--- src/rtl/spi_peripheral_rx.sv ---
// SPI mode-0 responder: synchronises SCLK/CS_n/MOSI into clk_i, deserialises MOSI into
// DATA_W-bit words and serialises parallel TX words onto MISO, MSB first.
module spi_peripheral_rx #(
    parameter int DATA_W      = 8,
    parameter int SYNC_STAGES = 2,
    parameter int CNT_W       = 10
) (
    input  logic              clk_i,
    input  logic              rst_ni,
    input  logic              sclk_i,
    input  logic              cs_n_i,
    input  logic              mosi_i,
    output logic              miso_o,
    output logic              miso_oe_o,
    input  logic [DATA_W-1:0] tx_data_i,
    input  logic              tx_valid_i,
    output logic              tx_ready_o,
    output logic [DATA_W-1:0] rx_data_o,
    output logic              rx_valid_o,
    input  logic              rx_ack_i,
    output logic              rx_overrun_o,
    output logic              tx_underrun_o,
    output logic              frame_err_o,
    output logic [CNT_W-1:0]  word_count_o,
    input  logic              clear_i
);

    localparam int BW = (DATA_W > 2) ? $clog2(DATA_W) : 1;
    localparam logic [BW-1:0] LAST_BIT = BW'(DATA_W - 1);

    typedef enum logic {IDLE = 1'b0, ACTIVE = 1'b1} state_t;
    state_t state_q, state_d;

    logic [SYNC_STAGES-1:0] sclk_sync, cs_sync, mosi_sync, fill;
    logic sclk_s, cs_s, mosi_s, filled;
    logic sclk_d, cs_d;
    logic sclk_rise_q, sclk_fall_q, cs_fall_q, cs_rise_q, mosi_q;
    logic armed, word_done;
    logic [BW-1:0] bit_cnt;
    logic [DATA_W-1:0] rx_shift, tx_shift, rx_next;
    logic start, stop, rise_act, fall_act, word_cmpl, load;

    assign sclk_s = sclk_sync[SYNC_STAGES-1];
    assign cs_s   = cs_sync[SYNC_STAGES-1];
    assign mosi_s = mosi_sync[SYNC_STAGES-1];
    // The CS chain resets to 1, so its output only reflects the pin once the chain has filled.
    assign filled = fill[SYNC_STAGES-1];

    always_ff @(posedge clk_i or negedge rst_ni) begin
        if (!rst_ni) begin
            sclk_sync   <= '0;
            cs_sync     <= '1;
            mosi_sync   <= '0;
            fill        <= '0;
            sclk_d      <= 1'b0;
            cs_d        <= 1'b1;
            sclk_rise_q <= 1'b0;
            sclk_fall_q <= 1'b0;
            cs_fall_q   <= 1'b0;
            cs_rise_q   <= 1'b0;
            mosi_q      <= 1'b0;
        end else begin
            sclk_sync   <= {sclk_sync[SYNC_STAGES-2:0], sclk_i};
            cs_sync     <= {cs_sync[SYNC_STAGES-2:0], cs_n_i};
            mosi_sync   <= {mosi_sync[SYNC_STAGES-2:0], mosi_i};
            fill        <= {fill[SYNC_STAGES-2:0], 1'b1};
            sclk_d      <= sclk_s;
            cs_d        <= cs_s;
            sclk_rise_q <= sclk_s & ~sclk_d;
            sclk_fall_q <= ~sclk_s & sclk_d;
            cs_fall_q   <= cs_d & ~cs_s;
            cs_rise_q   <= ~cs_d & cs_s;
            mosi_q      <= mosi_s;
        end
    end

    always_ff @(posedge clk_i or negedge rst_ni) begin
        if (!rst_ni) state_q <= IDLE;
        else         state_q <= state_d;
    end

    always_comb begin
        state_d = state_q;
        start   = 1'b0;
        stop    = 1'b0;
        case (state_q)
            IDLE: begin
                if (cs_fall_q && armed) begin
                    state_d = ACTIVE;
                    start   = 1'b1;
                end
            end
            ACTIVE: begin
                if (cs_rise_q) begin
                    state_d = IDLE;
                    stop    = 1'b1;
                end
            end
            default: state_d = IDLE;
        endcase
    end

    // A CS_n rise masks any SCLK edge detected in the same cycle.
    assign rise_act  = (state_q == ACTIVE) && !cs_rise_q && sclk_rise_q;
    assign fall_act  = (state_q == ACTIVE) && !cs_rise_q && sclk_fall_q;
    assign word_cmpl = rise_act && (bit_cnt == LAST_BIT);
    assign load      = start || (fall_act && (bit_cnt == '0) && word_done);
    assign rx_next   = {rx_shift[DATA_W-2:0], mosi_q};

    // Handshakes: tx_ready_o pulses for one cycle when tx_data_i is taken (only if tx_valid_i);
    // rx_valid_o holds until rx_ack_i, and an ack coinciding with a new word keeps it set.
    always_ff @(posedge clk_i or negedge rst_ni) begin
        if (!rst_ni) begin
            armed         <= 1'b0;
            word_done     <= 1'b0;
            bit_cnt       <= '0;
            rx_shift      <= '0;
            tx_shift      <= '0;
            tx_ready_o    <= 1'b0;
            rx_data_o     <= '0;
            rx_valid_o    <= 1'b0;
            rx_overrun_o  <= 1'b0;
            tx_underrun_o <= 1'b0;
            frame_err_o   <= 1'b0;
            word_count_o  <= '0;
        end else begin
            tx_ready_o <= 1'b0;

            if (start)                armed <= 1'b0;
            else if (filled && cs_s)  armed <= 1'b1;

            if (start || stop) begin
                bit_cnt   <= '0;
                word_done <= 1'b0;
            end else if (rise_act) begin
                rx_shift <= rx_next;
                if (bit_cnt == LAST_BIT) begin
                    bit_cnt   <= '0;
                    word_done <= 1'b1;
                end else begin
                    bit_cnt <= bit_cnt + 1'b1;
                end
            end else if (load) begin
                word_done <= 1'b0;
            end

            if (load) begin
                tx_shift   <= tx_valid_i ? tx_data_i : '0;
                tx_ready_o <= tx_valid_i;
            end else if (fall_act && (bit_cnt != '0)) begin
                tx_shift <= {tx_shift[DATA_W-2:0], 1'b0};
            end

            if (word_cmpl)     rx_data_o <= rx_next;

            if (word_cmpl)     rx_valid_o <= 1'b1;
            else if (rx_ack_i) rx_valid_o <= 1'b0;

            if (word_cmpl)     word_count_o <= word_count_o + 1'b1;
            else if (clear_i)  word_count_o <= '0;

            if (word_cmpl && rx_valid_o && !rx_ack_i) rx_overrun_o <= 1'b1;
            else if (clear_i)                         rx_overrun_o <= 1'b0;

            if (load && !tx_valid_i) tx_underrun_o <= 1'b1;
            else if (clear_i)        tx_underrun_o <= 1'b0;

            if (stop && (bit_cnt != '0)) frame_err_o <= 1'b1;
            else if (clear_i)            frame_err_o <= 1'b0;
        end
    end

    assign miso_o    = (state_q == ACTIVE) ? tx_shift[DATA_W-1] : 1'b0;
    assign miso_oe_o = (state_q == ACTIVE);

endmodule

--- config.mk ---
export PLATFORM = sky130hd
export DESIGN_NAME = spi_peripheral_rx
export DESIGN_NICKNAME = d
export VERILOG_FILES = /design/src/rtl/spi_peripheral_rx.sv
export SDC_FILE = /design/constraint.sdc
export NUM_CORES = 1
export LEC_CHECK = 0
export CAP_MARGIN = 5
export CORE_UTILIZATION = 58
export CTS_BUF_LIST = sky130_fd_sc_hd__clkbuf_4 sky130_fd_sc_hd__clkbuf_8
export CTS_CLUSTER_DIAMETER = 30
export DETAILED_ROUTE_END_ITERATION = 12
export PLACE_DENSITY = 0.86
export REMOVE_ABC_BUFFERS = 1
export SLEW_MARGIN = 20
export SYNTH_ARGS = -nofsm -noshare
export SYNTH_HDL_FRONTEND = slang
export SYNTH_SLANG_ARGS = --single-unit
--- constraint.sdc ---
create_clock -name clk_i -period 4.3 [get_ports clk_i]
set_input_delay 1.29 -clock clk_i [delete_from_list [all_inputs] [get_ports clk_i]]
set_output_delay 1.29 -clock clk_i [all_outputs]
set_load 0.02 [all_outputs]
## Yosys cells after proc, flatten, opt, wreduce, memory -nomap -nowiden

Cells that the tools add are included.

| word-level totals | value |
|---|---|
| bits in registers | 59 |
| latch bits | 0 |
| memory bits (writable) | 0 |
| bits in read-only memories | 0 |
| bits of input ports | 16 |
| output and inout bits | 25 |
| logic and storage cells | 97 |
| memories | 0 |

| cells by class | value |
|---|---|
| add/sub/neg operators | 2 |
| multiply operators | 0 |
| divide/modulo/power cells | 0 |
| magnitude comparators | 0 |
| eq/ne operators | 2 |
| shift operators | 0 |
| multiplexer cells | 28 |
| bitwise operators | 10 |
| reductions and logical operators | 31 |

Operator list:

| cell | count |
|---|---|
| $mux 8 | 3 |
| $mux 10 | 2 |
| $mux 1 | 19 |
| $reduce_bool 2->1 | 8 |
| $logic_and 1x1->1 | 13 |
| $add 10x1->10 const B | 1 |
| $mux 3 | 3 |
| $not 1->1 | 6 |
| $reduce_bool 3->1 | 2 |
| $and 1x1->1 | 4 |
| $reduce_and 2->1 | 2 |
| $add 3x1->3 const B | 1 |
| $eq 3x3->1 const B | 1 |
| $logic_not 1->1 | 3 |
| $logic_not 3->1 | 1 |
| $ne 3x1->1 const B | 1 |
| $logic_or 1x1->1 | 2 |
| $pmux 1 s2 | 1 |

## Longest topological paths before layout

| logic depth | value |
|---|---|
| depth in word-level cells | 9 |
| mapped depth | 8 |
| depth with buffers taken out | 6 |

## Worst setup path after synthesis

OpenSTA, ideal clock, no wires.

| timing | value |
|---|---|
| path type | register to output |
| start | register state_q (netlist: miso_oe_o) |
| end | output port miso_o |
| arrival | 787 ps |
| data required time | 3,010 ps |
| slack | 2,223 ps |
| stages on the path, launching flop included | 2 |
| buffers on the path | 0 |
| cells stage by stage | dfrtp_1 > and2_1 |

| between the ends | value |
|---|---|
| longest elaborated chain between the ends | 1 |

Ends and longest elaborated chain:

| what | line | text |
|---|---|---|
| start, declared | 32 | `state_t state_q, state_d;` |
| start signal, assigned | 79 | `else state_q <= state_d;` |
| $mux 1 | 173 | `assign miso_o = (state_q == ACTIVE) ? tx_shift[DATA_W-1] : 1'b0;` |
| end, declared | 13 | `output logic miso_o,` |

No other way between the ends.

## Final worst setup path

Ends and elaborated chain as after synthesis.

==> run metrics <==
Antenna Cells 0; final critical-path setup slack roughly 1.4 ns; Post-synth EDFFs 0; Worst EP required about 3.0 ns; FP Rows 23; drc violations 0; die height between 60 and 70 µm; Netlist cell types a little over 40; Avg Inst Size Synth roughly 11 µm²; Max Cap Viol 0; Crit Path Max Fanout 8; worst min path class register to register; CTS tree built; Final setup viols 0; fin cells approximately 310; Final Hold Fails 0; dpl hpwl about 3.0 mm; # IOs 41; Slew HR 39.1%; met2 usage between 40% and 50%; vias in the first global route 1715; final core occ between 70% and 80%; GRT Total Usage 25.2%; Nets between 200 and 300; initial drt markers between 200 and 250; Worst Setup Start Kind register; Worst setup EP type output port; Setup Fix Bufs, Post-CTS 0; via count about 1700; Routed wire per std cell 14.8 µm; most frequent cells in the layout dfrtp_1 (56), clkdlybuf4s50_1 (39), nand2_1 (35), o21ai_0 (13), nand3_1 (12); Clock Skew between 0.01 and 0.015 ns; Die X between 60 and 70 µm; pin count of the biggest net entering global routing 39; Via density approximately 5.6; port buffer count 40; fmax ~350 MHz; RSZ-0062 raised after global routing no; Setup TNS 0 ns; Worst Path Class, Setup register to output port; Clk Latency, worst-skew pair 0.33 ns; commonest non-fill, non-tap cell in the layout dfrtp_1; PostCTS Resize Cnt 0; Slew Limit Fails 0; share of layout cells above drive strength 1 between 10% and 20%; GRT Max-Usage Layer met2; Starting Density between 60% and 70%; Async SR Flop Fraction 100%; Placed Cells about 300; maximum VDD drop between 200 and 300 µV; Seq cells post-synth 59; Total Wirelength between 4 and 5 mm; Clock transition at path regs about 0.060 ns; Seq/Total Area, Yosys approximately three fifths; gr ovfl total 0; global-route wire length before repair slightly below 8 mm; RD Place Congestion around 0.82; Crit path arrival time 1.57 ns; Longest Clk Path Bufs 2; Mapped Cells between 200 and 250; Post-DP Area between 0.002 and 0.003 mm²; Primary FF master, synth dfrtp_1; initial antenna violation count 0; htree depth 3; outcome finished, final reports clean; grt met3 use roughly 5.7%; multi-input combinational cell area 842 µm²; area delta synth->final 24.6%; core box area approximately 0.004 mm²; measured slew at the worst slew-check pin 0.908 ns; GR Util met1 30.8%; Leakage between 0.001 and 0.0015 µW; total iterations of the first detailed-routing run 4; CTS buffer count 9; Syn. warnings 0; Final Cycle Share between 60 and 70%; pre-CTS WS approximately 1.8 ns; fill count around 300; register area ~0.0015 mm²; Clock Sinks a little under 60; die area between 0.004 and 0.005 mm²; Root Driver clkbuf_8; power density over the cells about 460 mW/mm²; Post-Synthesis Cell Area about 0.0024 mm²; fin crit period around 2.9 ns; # hold bufs at CTS 0; Final Cell Area about 0.003 mm²; Post-DRT Antenna Nets 0
-- worst paths after layout --
kind	startpoint	endpoint	slack [ns]	cells past startpoint
hold reg to reg	sclk_sync[0]	sclk_sync[1]	0.35	0
max in group asynchronous	rst_ni	cs_d	2.39	2
setup reg to reg	bit_cnt[0]	word_count_o[9]	2.00	5
min in group asynchronous	rst_ni	rx_shift[2]	1.05	1
setup / recovery	miso_oe_o	miso_o	1.44	2
hold / removal	sclk_sync[0]	sclk_sync[1]	0.35	0
-- synth_stat cells (4+ instances only) --
master	instances	share of area, %
nand4_1	4	1.0
nor2b_1	5	1.3
nand3_1	12	2.5
mux2_2	7	3.3
o21ai_0	13	2.7
nor2_1	6	0.94
a21oi_1	6	1.2
inv_1	5	0.78
ha_1	4	2.1
mux2i_1	7	2.9
dfrtp_1	56	58
o21ai_1	7	1.5
nand2_1	35	5.5
-- routing by layer --
layer	wire length [µm]	part of all wire (%)
met5	0	0
met4	86	1.9
met3	174	3.8
met2	2360	51
met1	1970	43
-- state kept, by name (all words and copies together) (netlist names), 2 cells and up --
name	cells
bit_cnt	3
cs_sync	2
fill	2
mosi_sync	2
rx_data_o	8
rx_shift	7
sclk_sync	2
tx_shift	8
word_count_o	10
-- final cells by class --
class	count	area share [%]
inverter	6	0.751
multi-input combinational	139	28.1
clock buffer	16	6.30
tap	50	2.09
timing repair buffer	41	13.4
sequential	59	49.4
-- power breakdown --
part / internal [µW] / total [µW] / switching [µW]
clock network: 274 / 471 / 197
registers: 639 / 696 / 57.0
logic: 100 / 200 / 99.3
-- cell families (layout without fill, tap and decap cells) --
group | after synthesis | in the layout | synth area share, %
XOR/XNOR | 1 | 1 | 0.364
buffers and inverters | 16 | 63 | 3.48
adder cells (fa/ha/maj) | 4 | 4 | 2.08
other | 1 | 1 | 0.156
multiplexers | 14 | 14 | 6.19
AND/OR/NAND/NOR | 84 | 84 | 17.9
AO/OA/AOI/OAI | 35 | 35 | 8.27
flip-flops | 59 | 59 | 61.5
-- worst max-delay path: stages, from the launching register on --
cell and delay [ns]:
dfrtp_1 0.47, and2_1 0.18, clkdlybuf4s50_1 0.60
-- per-stage QoR --
stage                     hold WS (ns)  power [µW]
after floorplan                  0.331         819
after global placement           0.331         890
after detailed placement         0.338         902
after CTS                        0.351        1380
after global routing             0.359        1430
final                            0.352        1370
No activity file was read; power rests on OpenSTA's default activity.
